--- src/rtl/ring_osc_counter.sv ---
// Ring-oscillator frequency meter: synchronises an asynchronous oscillator node and
// counts its rising edges over a fixed clk window, latching a saturated total.
module ring_osc_counter #(
  parameter int unsigned WINDOW = 1024,
  parameter int unsigned CNT_W  = 16
) (
  input  logic             clk,
  input  logic             rst,
  input  logic             osc_in,
  input  logic             start,
  output logic             busy,
  output logic             done,
  output logic [CNT_W-1:0] count,
  output logic             overflow
);

  localparam int unsigned      WIN_W    = 20;
  localparam logic [WIN_W-1:0] WIN_LOAD = WIN_W'(WINDOW - 32'd1);
  localparam logic [CNT_W-1:0] CNT_MAX  = '1;

  typedef enum logic [1:0] {
    ST_IDLE = 2'd0,
    ST_MEAS = 2'd1,
    ST_DONE = 2'd2
  } state_e;

  state_e           state_q;
  logic             s1_q;
  logic             s2_q;
  logic             s3_q;
  logic             osc_rise_s;
  logic [WIN_W-1:0] win_q;
  logic [CNT_W-1:0] acc_q;
  logic [CNT_W-1:0] acc_d;
  logic             ovf_acc_q;
  logic             ovf_acc_d;
  logic [CNT_W-1:0] count_q;
  logic             overflow_q;
  logic             busy_q;
  logic             done_q;

  assign osc_rise_s = s2_q & ~s3_q;

  // Two-flop synchroniser plus history flop; free-running in every state.
  always_ff @(posedge clk) begin
    if (rst) begin
      s1_q <= 1'b0;
      s2_q <= 1'b0;
      s3_q <= 1'b0;
    end else begin
      s1_q <= osc_in;
      s2_q <= s1_q;
      s3_q <= s2_q;
    end
  end

  // Saturating edge accumulator; an edge arriving at full scale flags overflow instead.
  always_comb begin
    acc_d     = acc_q;
    ovf_acc_d = ovf_acc_q;
    if (osc_rise_s && (acc_q == CNT_MAX)) begin
      acc_d     = acc_q;
      ovf_acc_d = 1'b1;
    end else if (osc_rise_s) begin
      acc_d     = acc_q + CNT_W'(1);
      ovf_acc_d = ovf_acc_q;
    end else begin
      acc_d     = acc_q;
      ovf_acc_d = ovf_acc_q;
    end
  end

  // Measurement FSM; results latch on entry to DONE so they are valid during the done pulse.
  always_ff @(posedge clk) begin
    if (rst) begin
      state_q    <= ST_IDLE;
      win_q      <= '0;
      acc_q      <= '0;
      ovf_acc_q  <= 1'b0;
      count_q    <= '0;
      overflow_q <= 1'b0;
      busy_q     <= 1'b0;
      done_q     <= 1'b0;
    end else begin
      case (state_q)
        ST_IDLE: begin
          done_q <= 1'b0;
          if (start) begin
            state_q   <= ST_MEAS;
            busy_q    <= 1'b1;
            win_q     <= WIN_LOAD;
            acc_q     <= '0;
            ovf_acc_q <= 1'b0;
          end else begin
            busy_q <= 1'b0;
          end
        end
        ST_MEAS: begin
          acc_q     <= acc_d;
          ovf_acc_q <= ovf_acc_d;
          if (win_q == '0) begin
            state_q    <= ST_DONE;
            busy_q     <= 1'b0;
            done_q     <= 1'b1;
            count_q    <= acc_d;
            overflow_q <= ovf_acc_d;
          end else begin
            win_q <= win_q - WIN_W'(1);
          end
        end
        ST_DONE: begin
          state_q <= ST_IDLE;
          done_q  <= 1'b0;
          busy_q  <= 1'b0;
        end
        default: begin
          state_q <= ST_IDLE;
          done_q  <= 1'b0;
          busy_q  <= 1'b0;
        end
      endcase
    end
  end

  assign busy     = busy_q;
  assign done     = done_q;
  assign count    = count_q;
  assign overflow = overflow_q;

endmodule
--- config.mk ---
export PLATFORM = sky130hd
export DESIGN_NAME = ring_osc_counter
export DESIGN_NICKNAME = d
export VERILOG_FILES = /design/src/rtl/ring_osc_counter.sv
export SDC_FILE = /design/constraint.sdc
export NUM_CORES = 1
export LEC_CHECK = 0
export CORE_MARGIN = 3
export CORE_UTILIZATION = 52
export DETAILED_ROUTE_END_ITERATION = 6
export PLACE_DENSITY = 0.72
export SYNTH_ARGS = -nofsm -noshare
export SYNTH_HDL_FRONTEND = slang
export SYNTH_SLANG_ARGS = --single-unit
--- constraint.sdc ---
create_clock -name clk -period 1.8 [get_ports clk]
set_input_delay 0.54 -clock clk [delete_from_list [all_inputs] [get_ports clk]]
set_output_delay 0.54 -clock clk [all_outputs]
set_load 0.05 [all_outputs]
==> flow_summary.ini <==
[outcome]
status = complete, but fails checks
violations = setup timing

[synthesis]
synth_fa_ha_area_share_pct = 1.211
synth_area_um2 = 3099
synthDistinctLibCells = 58
synthTopCellsByArea = dfxtp_1, a21oi_1, nor2_1
synth_xor_area_share_pct = 3.956
synth_nets = 368
yosys.area.top_type = dfxtp_1
synth_compound_area_share_pct = 22.89
synth-edff-count = 0
yosysSeqAreaShare_pct = 39.40
yosys.area_share.simple_pct = 28.26
ys_ff_latch = 61
synthDominantCellAreaShare_pct = 39.40
synthArstFlopShare_pct = 0
synth_cells = 361
synth.area.mux_share_pct = 0.3230
synth_ff_type = dfxtp_1
synth_top_family_by_area = simple AND/OR/NAND/NOR gates
yosys_warnings = 0
synth_area_per_cell_um2 = 8.585

[power]
peakVddDrop_v = 0.0006288
power.leakage_nw = 1.782
power_density_nw_per_um2 = 706.5

[detailed_routing]
post_drt_wl_per_cell_um = 18.16
viasPerCell = 6.002
first_pass_iters = 5
first_iter_violations = 284
drc_errors = 0
dr_total_vias = 3343
routed_wl_um = 10120
postRouteAntennaNets = 0

[floorplanning]
die_area_um2 = 6922
die_h_um = 83.20
num_rows = 27
start_util_pct = 54.93
io_pins = 23
die_x_um = 83.20
fp.coreArea_um2 = 5642

[global_route]
grt_pass1_vias = 3080
antenna_found_initial = 0
grt_overflow = 0
grt_first_pass_wirelength_um = 14700
grt_max_degree = 22
grtUsageTotal_pct = 26.07

[clock_tree]
cts.path.max_buffers = 2
cts_buffers = 9
cts-root-buf = clkbuf_8
clk_pin_slew_worst_paths_ns = 0.07
cts_tree = built
clk_latency_ns = 0.35
cts_num_sinks = 61
cts_max_level = 3

[sta]
timing.final.ws_setup_ns = -0.07167
worstMarginPinSlew_ns = 0.4183
finalHoldViolCount = 0
rsz0062_at_grt = yes
final-setup-viol-count = 11
maxSlewHeadroom_pct = 71.75
max_freq_mhz = 534.3
fin_crit_ns = 1.872
slew_viol_final = 0
hold_ws_ns = 0.4542
fin_crit_sh_pct = 104.0
skew_ns = 0.009741

[placed_design]
dp_hpwl_um = 6092
place_area_um2 = 3900
gp_congestion = 0.9170
port_buffers = 22

[min_path]
min_to = s2_q
worstHoldStart = s1_q
hp-class = reg2reg
holdPathStages = 1

[setup_path]
crit_path_frequent_cell = buf_6
slowest_delay_ns = 0.42
endpoint_kind = register
slowest_stage = or4_4
crit_type = reg2reg
worstPathArrival_ns = 2.15
critPathMaxFanout = 3
rrSetupSlack_ns = -0.07
required_ns = 2.08
crit_family = simple AND/OR/NAND/NOR gates
worstPathCellList = nor3_4 -> buf_6 -> buf_6 -> nand2_4 -> or4_4 -> or3_1 -> a21oi_1
r2r_end = win_q[15]
worstReg2RegStart = win_q[4]
cp_num_buf_inv = 2
r2r_cells = 7
startpoint_type = register
critPathLaunch = win_q[4]

[cells_and_area]
fin_nets = 488
layout_commonest_cell = buf_4
multiInputGateArea_um2 = 2046
ff_latch_area_um2 = 1239
diodes = 0
layout-drive-gt1-share_pct = 46.60
syn_to_final_growth_pct = 50.38
design_area_um2 = 4661
final_cell_mix = buf_4, dfxtp_1, a21oi_1
fill_cells = 343

[run]
cap_violations = 0
state kept, by name, indices dropped and copies added (netlist names), 2 cells and up:
signal / cells
win_q: 20
acc_q: 16
count: 16
state_q: 2
report_power, final:
| group | switching [mW] | leakage (nW) | total, mW | internal [mW] |
|---|---|---|---|---|
| sequential | 0.0399 | 0.500 | 1.44 | 1.40 |
| clock | 0.539 | 0.0926 | 1.14 | 0.604 |
| combinational | 0.362 | 1.19 | 0.713 | 0.352 |
| total | 0.941 | 1.78 | 3.29 | 2.35 |
final cells by class:
| class | count | area share (%) |
|---|---|---|
| clock inverters | 1 | 0.1074 |
| repair buffers | 130 | 23.30 |
| multi-input cells | 273 | 43.89 |
| well taps | 72 | 1.933 |
| flip-flops and latches | 61 | 26.58 |
| clock buffers | 14 | 3.705 |
| inverters | 6 | 0.4832 |
worst max-delay path by stage:
stage,endpoint,slack (ns),depth (start not counted)
finish,win_q[15],-0.07,7
global route,count[12],-0.17,8
CTS,count[4],-0.003,6
detailed placement,win_q[19],-0.41,6
global placement,win_q[15],-0.37,6
floorplan,win_q[17],0.01,5
cell usage after synthesis (all sizes together), types with 3 or more instances:
| master | instances |
|---|---|
| xnor2 | 7 |
| a311oi | 4 |
| nand3 | 10 |
| or3 | 12 |
| nor2 | 37 |
| a21o | 3 |
| dfxtp | 61 |
| o21ai | 16 |
| and3 | 3 |
| a211oi | 12 |
| nand2b | 9 |
| a31oi | 10 |
| nand4 | 12 |
| nor4 | 5 |
| or2 | 3 |
| ha | 3 |
| xor2 | 7 |
| and4 | 3 |
| clkbuf | 11 |
| nor3 | 9 |
| nand3b | 3 |
| inv | 6 |
| buf | 10 |
| nor2b | 6 |
| a21oi | 36 |
| or4 | 7 |
| a41oi | 6 |
| nand2 | 26 |
| o31ai | 5 |
logic make-up after synthesis:
kind of cell    count (synthesis)
mux                             1
buf+inv                        27
flops                          61
simple gates                  150
xor+xnor                       14
fa+ha+maj                       3
compound gates                105
metal layers:
metal | global-route usage [%] | vias up | share of wire (%)
li1 | - | 1582 | -
met1 | 37.27 | 1578 | 43
met2 | 37.97 | 154 | 47
met3 | 4.365 | 29 | 6.8
met4 | 12.33 | 0 | 2.7
met5 | 0 | - | 0
stage by stage:
stage | setup TNS (ns) | std cells | worst slack [ns] | utilization [%] | power, mW
global placement | -5.774 | 514 | -0.3662 | 69.13 | 1.971
floorplan | 0 | 361 | 0.01226 | - | 1.746
finish | -0.3133 | 557 | -0.07167 | 82.61 | 3.293
global route | -1.948 | 557 | -0.1699 | 82.61 | 3.400
CTS | -0.01036 | 538 | -0.002905 | 75.03 | 3.147
detailed placement | -7.231 | 514 | -0.4065 | 69.13 | 1.983
repair_timing:
action / CTS / global route
hold buffers: 0 / 0
pin swaps: 11 / 39
gates cloned: 0 / 1
gates resized for setup: 20 / 76
endpoints found under the setup margin: 32 / 50
buffers inserted: 9 / 21
Note: power is estimated with default switching activity, not from simulation.
